<file path="src/rtl/crc32_fcs_tx_pkg.sv">
// Shared state encoding and CRC-32 constants for the Ethernet FCS framer.
package crc32_fcs_tx_pkg;

  typedef enum logic [1:0] {
    IDLE,
    DATA,
    PAD,
    FCS
  } state_e;

  localparam logic [31:0] CRC32_INIT      = 32'hffffffff;
  localparam logic [31:0] CRC32_XOR       = 32'hffffffff;
  localparam logic [31:0] CRC32_RESIDUE   = 32'hC704DD7B;
  localparam logic [31:0] CRC32_POLY      = 32'h04C11DB7;
  localparam logic [31:0] CRC32_POLY_REFL = 32'hEDB88320;

endpackage

</file>
<file path="src/rtl/crc_32_d8.sv">
// Byte-wide CRC-32 engine. crc is the finalised value after absorbing d_in and is
// only meaningful in cycles with en=1.
module crc_32_d8
  import crc32_fcs_tx_pkg::*;
#(
  parameter bit          MSBFIRST = 1'b0,
  parameter logic [31:0] INIT     = CRC32_INIT,
  parameter logic [31:0] VXOR     = CRC32_XOR
) (
  input  logic        clk,
  input  logic        reset,
  input  logic        crc_init,
  input  logic        en,
  input  logic [7:0]  d_in,
  output logic [31:0] crc
);

  logic [31:0] c_q;
  logic [31:0] c_nxt;

  always_comb begin
    logic [31:0] c;
    logic        fb;
    c  = c_q;
    fb = 1'b0;
    for (int i = 0; i < 8; i++) begin
      if (MSBFIRST) begin
        fb = c[31] ^ d_in[7-i];
        c  = {c[30:0], 1'b0} ^ ({32{fb}} & CRC32_POLY);
      end else begin
        fb = c[0] ^ d_in[i];
        c  = {1'b0, c[31:1]} ^ ({32{fb}} & CRC32_POLY_REFL);
      end
    end
    c_nxt = c;
  end

  assign crc = c_nxt ^ VXOR;

  always_ff @(posedge clk or posedge reset) begin
    if (reset) begin
      c_q <= INIT;
    end else if (crc_init) begin
      c_q <= INIT;
    end else if (en) begin
      c_q <= c_nxt;
    end
  end

endmodule

</file>
<file path="src/rtl/crc32_fcs_tx.sv">
// Ethernet TX framer: passes payload, zero-pads to MIN_LEN and appends the
// 4-byte FCS (least significant byte first) through a one-deep output register.
module crc32_fcs_tx
  import crc32_fcs_tx_pkg::*;
#(
  parameter int unsigned MIN_LEN = 60,
  parameter int unsigned CW      = 8
) (
  input  logic        clk,
  input  logic        reset,
  input  logic [7:0]  s_data,
  input  logic        s_valid,
  input  logic        s_last,
  output logic        s_ready,
  output logic [7:0]  m_data,
  output logic        m_valid,
  output logic        m_last,
  input  logic        m_ready,
  output logic [31:0] fcs,
  output logic        frame_done
);

  localparam logic [CW-1:0] MinLen = CW'(MIN_LEN);

  state_e        state_q, state_d;
  logic [CW-1:0] cnt_q, cnt_d, cnt_base, cnt_inc;
  logic [1:0]    idx_q, idx_d;
  logic [7:0]    m_data_q, m_data_d;
  logic          m_valid_q, m_valid_d;
  logic          m_last_q, m_last_d;
  logic [31:0]   fcs_q, fcs_d;
  logic          load_ok, s_fire;
  logic          crc_en, crc_init;
  logic [7:0]    crc_din;
  logic [31:0]   crc_out;

  assign load_ok    = !m_valid_q | m_ready;
  assign s_ready    = load_ok & ((state_q == IDLE) | (state_q == DATA));
  assign s_fire     = s_valid & s_ready;
  // Holding INIT whenever no frame is in flight covers back-to-back frames too.
  assign crc_init   = (state_q == FCS) | ((state_q == IDLE) & !s_fire);
  assign cnt_base   = (state_q == IDLE) ? '0 : cnt_q;
  assign cnt_inc    = (cnt_base >= MinLen) ? cnt_base : cnt_base + CW'(1);

  assign m_data     = m_data_q;
  assign m_valid    = m_valid_q;
  assign m_last     = m_last_q;
  assign fcs        = fcs_q;
  assign frame_done = m_valid_q & m_ready & m_last_q;

  always_comb begin
    state_d   = state_q;
    cnt_d     = cnt_q;
    idx_d     = idx_q;
    m_data_d  = m_data_q;
    m_valid_d = m_valid_q;
    m_last_d  = m_last_q;
    fcs_d     = fcs_q;
    crc_en    = 1'b0;
    crc_din   = s_data;

    if (load_ok) begin
      m_valid_d = 1'b0;
      m_last_d  = 1'b0;
    end

    unique case (state_q)
      IDLE, DATA: begin
        if (s_fire) begin
          crc_en    = 1'b1;
          m_data_d  = s_data;
          m_valid_d = 1'b1;
          cnt_d     = cnt_inc;
          state_d   = DATA;
          if (s_last) begin
            if (cnt_inc >= MinLen) begin
              fcs_d   = crc_out;
              state_d = FCS;
              idx_d   = 2'd0;
              cnt_d   = '0;
            end else begin
              state_d = PAD;
            end
          end
        end
      end
      PAD: begin
        if (load_ok) begin
          crc_en    = 1'b1;
          crc_din   = 8'h00;
          m_data_d  = 8'h00;
          m_valid_d = 1'b1;
          cnt_d     = cnt_inc;
          if (cnt_inc >= MinLen) begin
            fcs_d   = crc_out;
            state_d = FCS;
            idx_d   = 2'd0;
            cnt_d   = '0;
          end
        end
      end
      FCS: begin
        if (load_ok) begin
          m_data_d  = fcs_q[{idx_q, 3'b000} +: 8];
          m_valid_d = 1'b1;
          idx_d     = idx_q + 2'd1;
          if (idx_q == 2'd3) begin
            m_last_d = 1'b1;
            state_d  = IDLE;
          end
        end
      end
      default: state_d = IDLE;
    endcase
  end

  always_ff @(posedge clk or posedge reset) begin
    if (reset) begin
      state_q   <= IDLE;
      cnt_q     <= '0;
      idx_q     <= 2'd0;
      m_data_q  <= 8'h00;
      m_valid_q <= 1'b0;
      m_last_q  <= 1'b0;
      fcs_q     <= 32'h0;
    end else begin
      state_q   <= state_d;
      cnt_q     <= cnt_d;
      idx_q     <= idx_d;
      m_data_q  <= m_data_d;
      m_valid_q <= m_valid_d;
      m_last_q  <= m_last_d;
      fcs_q     <= fcs_d;
    end
  end

  crc_32_d8 #(
    .MSBFIRST(1'b0),
    .INIT    (CRC32_INIT),
    .VXOR    (CRC32_XOR)
  ) u_crc (
    .clk     (clk),
    .reset   (reset),
    .crc_init(crc_init),
    .en      (crc_en),
    .d_in    (crc_din),
    .crc     (crc_out)
  );

endmodule

</file>
<file path="config.mk">
export PLATFORM = sky130hd
export DESIGN_NAME = crc32_fcs_tx
export DESIGN_NICKNAME = d
export VERILOG_FILES = /design/src/rtl/crc32_fcs_tx_pkg.sv /design/src/rtl/crc_32_d8.sv /design/src/rtl/crc32_fcs_tx.sv
export SDC_FILE = /design/constraint.sdc
export NUM_CORES = 1
export LEC_CHECK = 0
export CORE_UTILIZATION = 35
export CTS_BUF_LIST = sky130_fd_sc_hd__clkbuf_8 sky130_fd_sc_hd__clkbuf_16
export DETAILED_ROUTE_END_ITERATION = 12
export PLACE_DENSITY = 0.57
export SLEW_MARGIN = 20
export SYNTH_ARGS = -nofsm -noshare
export SYNTH_HDL_FRONTEND = slang
export SYNTH_HIERARCHICAL = 1
export SYNTH_SLANG_ARGS = --single-unit
</file>
<file path="constraint.sdc">
create_clock -name clk -period 3.8 [get_ports clk]
set_input_delay 0.76 -clock clk [delete_from_list [all_inputs] [get_ports clk]]
set_output_delay 0.76 -clock clk [all_outputs]
set_load 0.01 [all_outputs]
</file>
==> flow_summary.ini <==
[cells_and_area]
syn2layout_area_growth_pct = 22.0
finish.utilization_pct = 44.2
multiInputGateArea_um2 = 2710
fin_area_um2 = 6180
drive_gt1_share_pct = 25.8
regArea_um2 = 2190
fin_nets = 490
diodes = 0
fill_cells = 1305

[hold_path]
holdCritPathClass = flop to flop
worstHoldPathCells = 1

[power]
p_per_area_nw_per_um2 = 1020
ir_worst_vdd_mv = 0.434
p_leak_nw = 2.84

[timing]
worstMarginPinSlew_ps = 1060
final-hold-violation-count = 0
postLayoutSetupSlackWorst_ps = 509
rsz0062_at_grt = false
setup_tns_ps = 0
final-max-slew-violation-count = 0
setup_viol = 0
relSlewSlack_pct = 29.2
fin_worst_skew_ps = 4.34
hold_ws_ps = 500
clock.fmax_mhz = 304
min_period_over_period_pct = 86.6
fin_crit_ps = 3290

[floorplan]
die_w_um = 122
start_util_pct = 36.2
die_y_um = 122
rows = 43
design.die.area_um2 = 15000
core_area_um2 = 14000
pin_count = 57

[drt]
wl_per_cell_um = 18.7
ant_nets = 0
vias_per_cell = 5.12
drc = 0
vias = 3378
routed_wl_um = 12300
drt_pre_antenna_iters = 4
drt_iter0_drc = 247

[synthesis]
ys_ff_latch = 86
synth_top_cell_by_area = dfrtp_1
synth_common_cells = dfrtp_1, nor2_1, dfstp_2
synth_nets = 427
synth_cells = 412
yosysWarnings = 6
synth.distinct_cells = 54
synth_area_um2 = 5060
synth_top_area_share_pct = 26.7
synthAdderAreaFrac_pct = 0.494
synth.area.top_cells = dfrtp_1, dfstp_2, mux2_4
synth_top_family_by_area = XOR/XNOR gates
synth_edf_count = 0
async_flop_share_pct = 100
synth_area_per_cell_um2 = 12.3
synth_mux_area_share_pct = 13.1
synth-xor-area-share_pct = 19.1
yosysMostFrequentCell = dfrtp_1
synth-simple-area-share_pct = 9.71
ys.flop_type = dfrtp_1
synth_seq_area_share_pct = 43.3
synth_compound_area_share_pct = 11.2

[setup_path]
rr_endpoint = fcs[27]$_DFFE_PP0P_
cp_max_fo = 8
worstSetupPathType = input pin to flop
critPathCaptureType = flop
cp.required_ps = 4030
ff2ff_setup_slack_ps = 690
arrival_ps = 3520
reg2reg_depth = 9
cp-start-kind = input pin
reg2reg_from = state_q[0]$_DFFE_PP0P_

[clock_tree]
clockBufferDepth = 2
hold_buffers = 0
cts.repair.resized = 0
cts.sinks = 86
cts-root-buf = clkbuf_16
cts_tree = built
postCtsSetupBuffers = 0
numCtsBuffers = 9
clk_latency_ps = 340
htree_levels = 3
path_clk_slew_ps = 60

[run]
max-cap-violations = 0

[place]
place_area_um2 = 5870
hpwl_um = 8870
routabilityCongestion = 0.819
pre_cts_ws_ps = 115
io_buffers = 56

[global_routing]
gr-total-overflow = 0
antenna_found_initial = 0
grt_pass1_wl_um = 19700
grt_max_degree = 50
grt_pass1_vias = 3508
grt.total_usage_pct = 17.9

[outcome]
status = finished clean
==> report_power, final <==
group / leakage [nW] / switching (mW) / internal, mW / total [mW]
registers: 1.05 / 0.277 / 1.25 / 1.53
logic: 1.63 / 1.85 / 2.00 / 3.85
clock network: 0.156 / 0.352 / 0.539 / 0.891
==> area by class of cell <==
type / count / area share, %
Clock buffer: 11 / 4.09
Inverter: 16 / 0.972
Sequential cell: 86 / 35.5
Timing Repair Buffer: 71 / 11.1
Multi-Input combinational cell: 291 / 43.9
Clock inverter: 5 / 0.790
Tap cell: 180 / 3.65
==> layer usage <==
| metal | track usage [%] | routed length, µm |
|---|---|---|
| met3 | 2.74 | 347 |
| met5 | 0 | 0 |
| met4 | 5.95 | 157 |
| met1 | 24.9 | 5950 |
| met2 | 28.3 | 5880 |
==> cell usage in the layout, fill, tap and decap left out, types with 3 or more instances in the layout <==
| cell | count |
|---|---|
| clkdlybuf4s50_1 | 56 |
| dfrtp_1 | 54 |
| nand3_1 | 4 |
| nand2_1 | 29 |
| xor2_1 | 13 |
| xnor2_2 | 5 |
| nor2_1 | 33 |
| xnor3_1 | 15 |
| xnor2_1 | 28 |
| inv_1 | 14 |
| nor2b_1 | 10 |
| o211ai_1 | 18 |
| and3_1 | 3 |
| dfstp_2 | 32 |
| or2_2 | 3 |
| clkbuf_16 | 9 |
| a31oi_1 | 3 |
| buf_4 | 14 |
| o21ai_0 | 10 |
| a221oi_1 | 8 |
| mux4_2 | 8 |
| and2_1 | 11 |
| clkinv_2 | 3 |
| a211o_1 | 10 |
| nor3_1 | 4 |
| mux2_4 | 30 |
| a21oi_1 | 12 |
==> worst max-delay path by stage <==
stage	startpoint	endpoint	slack (ps)	cells after the start
global route	m_ready	fcs[27]$_DFFE_PP0P_	340	10
finish	m_ready	fcs[27]$_DFFE_PP0P_	510	10
detailed placement	m_ready	fcs[27]$_DFFE_PP0P_	110	10
floorplan	m_ready	fcs[25]$_DFFE_PP0P_	950	7
CTS	m_ready	fcs[27]$_DFFE_PP0P_	460	10
global placement	m_ready	fcs[27]$_DFFE_PP0P_	130	10
==> cells by family after synthesis <==
kind of cell,count (synthesis)
xor+xnor,68
fa+ha+maj,2
buf+inv,35
simple gates,104
flops,86
compound gates,76
mux,41
==> state kept, by name, summed over array words and instances, names as in the netlist, named ones only <==
register and cells:
cnt_q 8, idx_q 2, state_q 2, m_data 8
u_crc/c_q 32, m_valid 1, fcs 32
==> critical path, stage by stage <==
cell and delay [ps]:
clkdlybuf4s50_1 490, nand2b_1 210, nand2_1 210, and2_1 280, xnor2_4 200, xor2_1 390, inv_2 210, xnor3_1 450
inv_1 50, mux2_4 260
==> metrics by stage <==
stage          instances  total power, mW
6_report             660             6.27
5_1_grt              660             6.69
4_1_cts              660             6.34
3_5_place_dp         644             5.41
3_3_place_gp         644             5.36
2_1_floorplan        412             4.40
(Power assumes the default switching activity.)
